--- src/rtl/pipe_pkg.sv ---
`default_nettype none
// ============================================================================
// Module      : pipe_pkg
// Description : Shared types and constants for the MEM->WB pipeline stage.
//               Lane layouts for the writeback bundle and the debug-commit
//               record, default widths, and the architectural zero register.
// Ports       : none (package)
// Revision    : 1.0 - initial release
// ============================================================================
package pipe_pkg;

    localparam int DEF_DATA_W = 32;
    localparam int DEF_REG_AW = 5;
    // Writes to this register address are architecturally discarded.
    localparam int NOP_REG    = 0;

    // One lane of the writeback bundle (shown at default widths).
    typedef struct packed {
        logic [DEF_REG_AW-1:0] wd;
        logic                  wreg;
        logic [DEF_DATA_W-1:0] wdata;
    } wb_lane_t;

    // One lane of the debug-commit record. The delay line packs lanes in
    // this same field order: {pc, instr, valid}, valid in the LSB.
    typedef struct packed {
        logic [DEF_DATA_W-1:0] pc;
        logic [DEF_DATA_W-1:0] instr;
        logic                  valid;
    } commit_lane_t;

    // Bit width of one commit_lane_t-shaped record at an arbitrary data width.
    function automatic int commit_lane_width(input int data_w);
        return 2 * data_w + 1;
    endfunction

endpackage : pipe_pkg
`default_nettype wire

--- src/rtl/commit_delay_line.sv ---
`default_nettype none
// ============================================================================
// Module      : commit_delay_line
// Description : Free-running shift register of DEPTH stages with an
//               asynchronous clear. Every bit of the word travels through
//               identical stages, so all fields stay aligned.
// Ports       : clk  - clock
//               rst  - asynchronous active-high clear of every stage
//               d_i  - word entering stage 0
//               q_o  - word leaving the last stage (DEPTH cycles later)
// Revision    : 1.0 - initial release
// ============================================================================
module commit_delay_line #(
    parameter int DEPTH = 3,
    parameter int WIDTH = 65
) (
    input  logic             clk,
    input  logic             rst,
    input  logic [WIDTH-1:0] d_i,
    output logic [WIDTH-1:0] q_o
);

    if (DEPTH < 1) begin : g_bad_depth
        $error("commit_delay_line: DEPTH must be at least 1");
    end

    logic [WIDTH-1:0] stage_q [DEPTH];

    always_ff @(posedge clk or posedge rst) begin
        if (rst) begin
            for (int s = 0; s < DEPTH; s++) begin
                stage_q[s] <= '0;
            end
        end else begin
            stage_q[0] <= d_i;
            for (int s = 1; s < DEPTH; s++) begin
                stage_q[s] <= stage_q[s-1];
            end
        end
    end

    assign q_o = stage_q[DEPTH-1];

endmodule : commit_delay_line
`default_nettype wire

--- src/rtl/mem_wb_multi.sv ---
`default_nettype none
// ============================================================================
// Module      : mem_wb_multi
// Description : N-lane MEM->WB pipeline register with stall/flush control,
//               qualified regfile write enables, an aligned debug-commit
//               delay line and a committed-instruction counter.
// Ports       : clk, rst             - clock, async active-high reset
//               stall, flush         - hold WB / load a bubble (flush wins)
//               mem_wd/wreg/wdata    - per-lane writeback request from MEM
//               mem_inst_pc/instr    - per-lane commit info from MEM
//               mem_inst_valid       - lane holds a real instruction
//               wb_wd/wreg/wdata     - registered regfile write port
//               debug_commit_*       - delayed, aligned commit record
//               commit_count         - running count of reported commits
// Revision    : 1.0 - initial release
// ============================================================================
module mem_wb_multi
    import pipe_pkg::*;
#(
    parameter int LANES        = 2,
    parameter int DATA_W       = DEF_DATA_W,
    parameter int REG_AW       = DEF_REG_AW,
    parameter int COMMIT_DELAY = 2,
    parameter int CNT_W        = 32
) (
    input  logic                     clk,
    input  logic                     rst,
    input  logic                     stall,
    input  logic                     flush,
    input  logic [LANES*REG_AW-1:0]  mem_wd,
    input  logic [LANES-1:0]         mem_wreg,
    input  logic [LANES*DATA_W-1:0]  mem_wdata,
    input  logic [LANES*DATA_W-1:0]  mem_inst_pc,
    input  logic [LANES*DATA_W-1:0]  mem_instr,
    input  logic [LANES-1:0]         mem_inst_valid,
    output logic [LANES*REG_AW-1:0]  wb_wd,
    output logic [LANES-1:0]         wb_wreg,
    output logic [LANES*DATA_W-1:0]  wb_wdata,
    output logic [LANES*DATA_W-1:0]  debug_commit_pc,
    output logic [LANES*DATA_W-1:0]  debug_commit_instr,
    output logic [LANES-1:0]         debug_commit_valid,
    output logic [CNT_W-1:0]         commit_count
);

    if (LANES < 1 || LANES > 4) begin : g_bad_lanes
        $error("mem_wb_multi: LANES must be in 1..4");
    end
    if (COMMIT_DELAY < 0 || COMMIT_DELAY > 4) begin : g_bad_delay
        $error("mem_wb_multi: COMMIT_DELAY must be in 0..4");
    end

    localparam int LANE_W = commit_lane_width(DATA_W);
    localparam int LINE_W = LANES * LANE_W;

    // ------------------------------------------------------------------
    // Writeback register
    // ------------------------------------------------------------------
    logic [LANES*REG_AW-1:0] wd_q,    wd_d;
    logic [LANES-1:0]        wreg_q,  wreg_d;
    logic [LANES*DATA_W-1:0] wdata_q, wdata_d;

    // MEM contents are consumed only on a normal advance.
    logic advance;
    assign advance = !stall && !flush;

    always_comb begin
        wd_d    = wd_q;
        wreg_d  = wreg_q;
        wdata_d = wdata_q;
        if (flush) begin
            wd_d    = '0;
            wreg_d  = '0;
            wdata_d = '0;
        end else if (!stall) begin
            wd_d    = mem_wd;
            wdata_d = mem_wdata;
            for (int i = 0; i < LANES; i++) begin
                // Bubbles and r0 writes never reach the regfile.
                wreg_d[i] = mem_wreg[i] & mem_inst_valid[i]
                          & (mem_wd[i*REG_AW +: REG_AW] != REG_AW'(NOP_REG));
            end
        end
    end

    always_ff @(posedge clk or posedge rst) begin
        if (rst) begin
            wd_q    <= '0;
            wreg_q  <= '0;
            wdata_q <= '0;
        end else begin
            wd_q    <= wd_d;
            wreg_q  <= wreg_d;
            wdata_q <= wdata_d;
        end
    end

    assign wb_wd    = wd_q;
    assign wb_wreg  = wreg_q;
    assign wb_wdata = wdata_q;

    // ------------------------------------------------------------------
    // Debug-commit delay line. Stage 0 is the WB capture itself, so the
    // line has COMMIT_DELAY+1 stages. pc/instr are captured every cycle;
    // only valid is gated, which keeps a held instruction from being
    // reported again while WB is stalled.
    // ------------------------------------------------------------------
    logic [LINE_W-1:0] capture_d;
    logic [LINE_W-1:0] tap;

    for (genvar g = 0; g < LANES; g++) begin : g_lane
        assign capture_d[g*LANE_W +: LANE_W] = {mem_inst_pc[g*DATA_W +: DATA_W],
                                                mem_instr[g*DATA_W +: DATA_W],
                                                mem_inst_valid[g] & advance};

        assign debug_commit_pc[g*DATA_W +: DATA_W]    = tap[g*LANE_W + DATA_W + 1 +: DATA_W];
        assign debug_commit_instr[g*DATA_W +: DATA_W] = tap[g*LANE_W + 1 +: DATA_W];
        assign debug_commit_valid[g]                  = tap[g*LANE_W];
    end

    commit_delay_line #(
        .DEPTH (COMMIT_DELAY + 1),
        .WIDTH (LINE_W)
    ) u_commit_delay_line (
        .clk (clk),
        .rst (rst),
        .d_i (capture_d),
        .q_o (tap)
    );

    // ------------------------------------------------------------------
    // Commit counter: counts what is reported at the tap, so it trails
    // the visible pulse by one cycle and wraps freely.
    // ------------------------------------------------------------------
    logic [CNT_W-1:0] count_q, count_d;
    logic [CNT_W-1:0] tap_pop;

    always_comb begin
        tap_pop = '0;
        for (int i = 0; i < LANES; i++) begin
            tap_pop = tap_pop + CNT_W'(debug_commit_valid[i]);
        end
        count_d = count_q + tap_pop;
    end

    always_ff @(posedge clk or posedge rst) begin
        if (rst) begin
            count_q <= '0;
        end else begin
            count_q <= count_d;
        end
    end

    assign commit_count = count_q;

endmodule : mem_wb_multi
`default_nettype wire

--- config.mk ---
export PLATFORM = sky130hd
export DESIGN_NAME = mem_wb_multi
export DESIGN_NICKNAME = d
export VERILOG_FILES = /design/src/rtl/pipe_pkg.sv /design/src/rtl/commit_delay_line.sv /design/src/rtl/mem_wb_multi.sv
export SDC_FILE = /design/constraint.sdc
export NUM_CORES = 1
export LEC_CHECK = 0
export ABC_CLOCK_PERIOD_IN_PS = 29000
export CAP_MARGIN = 40
export CORE_MARGIN = 2
export CORE_UTILIZATION = 50
export CTS_BUF_LIST = sky130_fd_sc_hd__clkbuf_8
export DETAILED_ROUTE_END_ITERATION = 10
export GPL_TIMING_DRIVEN = 0
export PLACE_DENSITY = 0.82
export SLEW_MARGIN = 10
export SYNTH_ARGS = -nofsm -noshare
export SYNTH_HDL_FRONTEND = slang
export SYNTH_HIERARCHICAL = 1
export SYNTH_SLANG_ARGS = --single-unit
--- constraint.sdc ---
create_clock -name clk -period 29 [get_ports clk]
set_input_delay 5.8 -clock clk [delete_from_list [all_inputs] [get_ports clk]]
set_output_delay 5.8 -clock clk [all_outputs]
set_load 0.02 [all_outputs]
==> results.toml, run 1 <==
[sta]
skew_ps = 40.7
rsz0062_at_grt = "no"
min_period_ps = 7650
setup_viol = 0
tightest_slew_ps = 610
setup_tns_ps = 0
fin_crit_sh_pct = 26.4
slew_viol_final = 0
relSlewSlack_pct = 59.3
max_freq_ghz = 0.131
hold_viol_final = 0

[routing]
drtIter0Drc = 430
num_vias = 8669
wirelength_um = 37300
drc = 0
viasPerCell = 4.60
dr.pass1.iters = 4
wl_per_cell_um = 19.8
final_antenna_net_count = 0

[floorplanning]
start_util_pct = 51.1
core_sq_um = 29900
die_area_sq_um = 31900
fp.dieH_um = 179
rows = 63
fp.dieW_um = 179
pin_count = 448

[clock_tree]
cts_hold_buf = 0
numCtsBuffers = 78
clkSlewWorstSetupHoldPaths_ps = 60
htreeDepth = 3
clk_latency_ps = 600
cts.sinks = 498
root_buffer = "clkbuf_8"
ctsLongestPathBuffers = 3
cts_resized = 0
cts_tree = "yes"
post_cts_buffers = 0

[global_route]
grt_util_all_layers_pct = 23.8
antenna_found_initial = 4
overflow = 0
grt_pass1_wl_um = 55600
first_global_vias = 9739
grt_max_degree = 124

[worst_setup_path]
end_kind = "async pin"
crit_fanout = 123
setup.worst_path.start_class = "input port"
worst-endpoint-arrival_ps = 8310
path_class = "in -> async"
cp.required_ps = 29660

[placement]
dp_cells = 1739
portBuffers = 445
dp_hpwl_um = 25600
gp_congestion = 0.823

[outcome]
outcome = "finished clean"

[layout]
fin_cells = 1886
syn_to_final_growth_pct = 44.7
layout_commonest_cell = "dfrtp_1"
final.fill_count = 1791
drive_gt1_share_pct = 18.0
mostFrequentLayoutCells = "dfrtp_1 (498), clkdlybuf4s50_1 (445), buf_4 (130), clkbuf_8 (99), nor2_1 (79)"
nets = 1642

[synth]
muxShareOfSynthArea_pct = 4.85
ys_types = 28
synth_seq_area_share_pct = 81.7
synth_xor_area_share_pct = 1.72
synthSimpleGateAreaFrac_pct = 4.17
synth-seq-cells = 498
synth_fa_ha_area_share_pct = 0.213
synth_top_family_by_area = "buffers and inverters"
syn_avg_cell_area_sq_um = 17.0
ys.warnings.count = 6
synth_compound_area_share_pct = 0.180
netlist_area_sq_um = 15300
synthesis.nets = 1112
syn_inst = 900

[min_path]
hp-class = "reg -> reg"

[pwr]
irDropWorstVdd_uv = 55.2
power.leakage_uw = 0.0103
power.density_nw_per_um2 = 69.2

[job]
drv_cap = 0
## cell families after synthesis
kind of cell / after synthesis
compound gates: 4
xor+xnor: 30
fa+ha+maj: 2
buf+inv: 159
flops: 498
mux: 74
simple gates: 133
## synthesized netlist by cell type
master / count / area share [%]
nor2_1: 79 / 1.9
nor3_1: 4 / 0.13
a21oi_1: 2 / 0.066
xor2_1: 8 / 0.46
nand3_1: 9 / 0.30
and2_1: 1 / 0.041
nand4b_1: 1 / 0.057
buf_4: 130 / 6.4
nor4_2: 1 / 0.082
nand2_1: 13 / 0.32
xnor2_1: 22 / 1.3
and3_1: 3 / 0.12
clkbuf_1: 8 / 0.20
nor3b_1: 2 / 0.098
dfrtp_1: 498 / 82
nor4_4: 1 / 0.14
nand4_1: 11 / 0.45
or4_1: 2 / 0.098
buf_2: 9 / 0.30
mux2i_1: 74 / 4.9
nand4_2: 1 / 0.082
fa_1: 1 / 0.13
or3_4: 1 / 0.074
o2111ai_1: 2 / 0.11
inv_1: 10 / 0.25
and4_1: 4 / 0.23
buf_1: 2 / 0.049
ha_1: 1 / 0.082
## stage by stage
step	power, uW	util [%]	hold slack (ps)	worst slack, ps	cell area, sq um
2_1_floorplan	822	-	331	12360	15300
3_3_place_gp	901	67.6	331	8860	20200
3_5_place_dp	908	68.0	335	20610	20300
4_1_cts	1550	73.8	319	21230	22100
5_1_grt	1590	73.9	331	20940	22100
6_report	1530	73.9	327	21350	22100
## worst paths after layout
check                                                 start                               end  slack, ps  cells after the start
min in group asynchronous                               rst                      wb_wdata[31]       5690                      2
setup / recovery                                        rst  u_commit_delay_line/stage_q[282]      21350                      5
setup reg to reg                 u_commit_delay_line/q_o[0]                  commit_count[20]      26770                      9
hold reg to reg            u_commit_delay_line/stage_q[281]  u_commit_delay_line/stage_q[151]        330                      0
max in group clk               u_commit_delay_line/q_o[111]               debug_commit_pc[45]      21470                      2
hold / removal             u_commit_delay_line/stage_q[281]  u_commit_delay_line/stage_q[151]        330                      0
## per-layer routing
layer / wire length (um) / global-route usage [%] / vias to the layer above
met5: 0 / 0 / -
met4: 1830 / 12.1 / 0
met3: 3430 / 8.91 / 99
met2: 19800 / 42.6 / 400
met1: 12200 / 24.3 / 4338
li1: - / - / 3832
## power by group
group          leakage [uW]  switching [uW]  internal (uW)  total [uW]
sequential          0.00600            17.3            732         749
clock              0.000984             273            358         631
combinational       0.00328            69.7           77.1         147
## sequential cells by signal (all words and copies together), names as in the netlist
register,flops
commit_count,32
u_commit_delay_line/q_o,130
wb_wreg,2
wb_wd,10
u_commit_delay_line/stage_q,260
wb_wdata,64
## final cells by class
type | instances | area, sq um | area share, %
inverters | 10 | 50.0 | 0.227
repair buffers | 450 | 4570 | 20.7
clock buffers | 99 | 1360 | 6.17
flip-flops and latches | 498 | 12500 | 56.5
plain buffers | 149 | 1060 | 4.80
diodes | 4 | 10.0 | 0.0453
well taps | 390 | 488 | 2.21
multi-input cells | 243 | 1700 | 7.70
clock inverters | 43 | 373 | 1.69
## worst max-delay path, stage by stage
cell	delay (ps)
clkdlybuf4s50_1	580
inv_8	460
buf_16	440
buf_16	420
buf_16	480
Note: power is estimated with default switching activity, not from simulation.
==> run 2, diff against run 1 <==
- ABC_CLOCK_PERIOD_IN_PS: 29000 -> 7000
- CORE_UTILIZATION: 50 -> 44
- PLACE_DENSITY: 0.82 -> 0.76
- clock period: 29 -> 7 ns (I/O delays scaled with it)
==> run 2 against run 1 <==
Net effect: clock skew down 21 ps; critical path depth down 4; critical endpoint is now commit_count[11]; total power rose to 4.1 times the previous value; via count down 1.1%; register-to-register slack worse by 22000 ps; cell count up 3.4%; largest power group unchanged; global-route usage down 4.0 points; die area up 13%; sequential share of layout area down 0.51 points; design area up 0.91%; critical path type is now reg -> out.
==> results.toml, run 2 (synthesis gave the netlist of run 1 again) <==
[outcome]
outcome = "finished clean"

[layout]
largest_reg_flops = 260
final_area_sq_um = 22300
fin_cells = 1951
mostFrequentLayoutCells = "dfrtp_1 (498), clkdlybuf4s50_1 (445), buf_4 (130), clkbuf_8 (100), nor2_1 (79)"
largest-register = "u_commit_delay_line/stage_q"
syn_to_final_growth_pct = 46.0
drive_gt1_share_pct = 18.5
layout_commonest_cell = "dfrtp_1"
nets = 1651
final_util_pct = 64.8

[pwr]
p_total_uw = 6260
power.leakage_uw = 0.0103
power.density_nw_per_um2 = 281
irDropWorstVdd_uv = 179

[clock_tree]
cts_hold_buf = 0
cts_tree = "yes"
cts_resized = 0
htreeDepth = 3
clkSlewWorstSetupHoldPaths_ps = 60
cts.sinks = 498
ctsLongestPathBuffers = 3
post_cts_buffers = 0
clk_latency_ps = 600
root_buffer = "clkbuf_8"
numCtsBuffers = 79

[floorplanning]
fp.dieH_um = 190
start_util_pct = 44.4
die_area_sq_um = 36200
pin_count = 448
rows = 68
core_sq_um = 34400
fp.dieW_um = 190

[routing]
wl_per_cell_um = 17.8
viasPerCell = 4.39
num_vias = 8573
wirelength_um = 34800
drc = 0
dr.pass1.iters = 4
drtIter0Drc = 253
final_antenna_net_count = 0

[global_route]
first_global_vias = 9491
grt_pass1_wl_um = 53600
grt_util_all_layers_pct = 19.9
overflow = 0
grt_max_degree = 66
antenna_found_initial = 5

[worst_setup_path]
critPathBufInv = 1
path_cells = "clkdlybuf4s50_1"
cp.required_ps = 5600
crit_fanout = 7
critPathMaxStageDelay_ps = 680
end_kind = "primary output"
setup.worst_path.start_class = "register"
crit_family = "buffers and inverters"
path_class = "reg -> out"
worst-endpoint-arrival_ps = 1750
cp_slowest_cell = "clkdlybuf4s50_1"

[placement]
gp_congestion = 0.806
placed_cell_area_sq_um = 20600
dp_cells = 1813
dp_hpwl_um = 25000
portBuffers = 445

[min_path]
hp-class = "reg -> reg"

[sta]
rsz0062_at_grt = "no"
fin_crit_sh_pct = 45.0
skew_ps = 19.7
hold_viol_final = 0
min_period_ps = 3150
max_freq_ghz = 0.317
setup_viol = 0
tightest_slew_ps = 867
relSlewSlack_pct = 41.8
setup_tns_ps = 0
slew_viol_final = 0

[job]
drv_cap = 0
## run 2: changes by cell type in the layout (fill, tap and decap cells not counted)
cell	change
clkinvlp_4	+5
buf_2	-1
diode_2	+1
inv_12	-2
inv_6	-2
inv_16	-1
buf_12	+9
clkinv_2	-1
clkbuf_8	+1
inv_1	-9
## run 2: area by class of cell
| cell class | instances | area [sq um] |
|---|---|---|
| flip-flops and latches | 498 | 12500 |
| inverters | 10 | 46.3 |
| diodes | 5 | 12.5 |
| fillers | 2380 | 12100 |
| plain buffers | 149 | 1060 |
| well taps | 455 | 569 |
| clock buffers | 100 | 1380 |
| multi-input cells | 243 | 1700 |
| repair buffers | 458 | 4740 |
| clock inverters | 33 | 305 |
## run 2: worst paths after layout
check / slack [ps] / depth (start not counted) / from / end
worst max-delay path: 3850 / 1 / commit_count[11] / commit_count[11]
worst min-delay path: 330 / 0 / u_commit_delay_line/stage_q[151] / u_commit_delay_line/q_o[21]
worst max register to register: 4420 / 9 / u_commit_delay_line/q_o[0] / commit_count[26]
worst min register to register: 330 / 0 / u_commit_delay_line/stage_q[151] / u_commit_delay_line/q_o[21]
max in group asynchronous: 4110 / 7 / rst / u_commit_delay_line/q_o[24]
min in group asynchronous: 1320 / 2 / rst / commit_count[9]
## run 2: power by group
part / internal (uW) / total (uW) / switching, uW
Combinational: 329 / 610 / 281
Clock: 1470 / 2550 / 1080
Sequential: 3030 / 3100 / 66.8
## run 2: per-layer routing
metal	up-vias	wire, um	track usage, %
li1	3845	-	-
met1	4277	12700	22.3
met2	384	17900	34.0
met3	67	2930	6.94
met4	0	1230	9.48
met5	-	0	0
## run 2: stage by stage
stage / hold slack [ps] / setup WS [ps]
after CTS: 335 / 3770
final: 332 / 3850
after global routing: 338 / 3760
after floorplan: 331 / 354
after detailed placement: 335 / 3430
after global placement: 331 / -1770
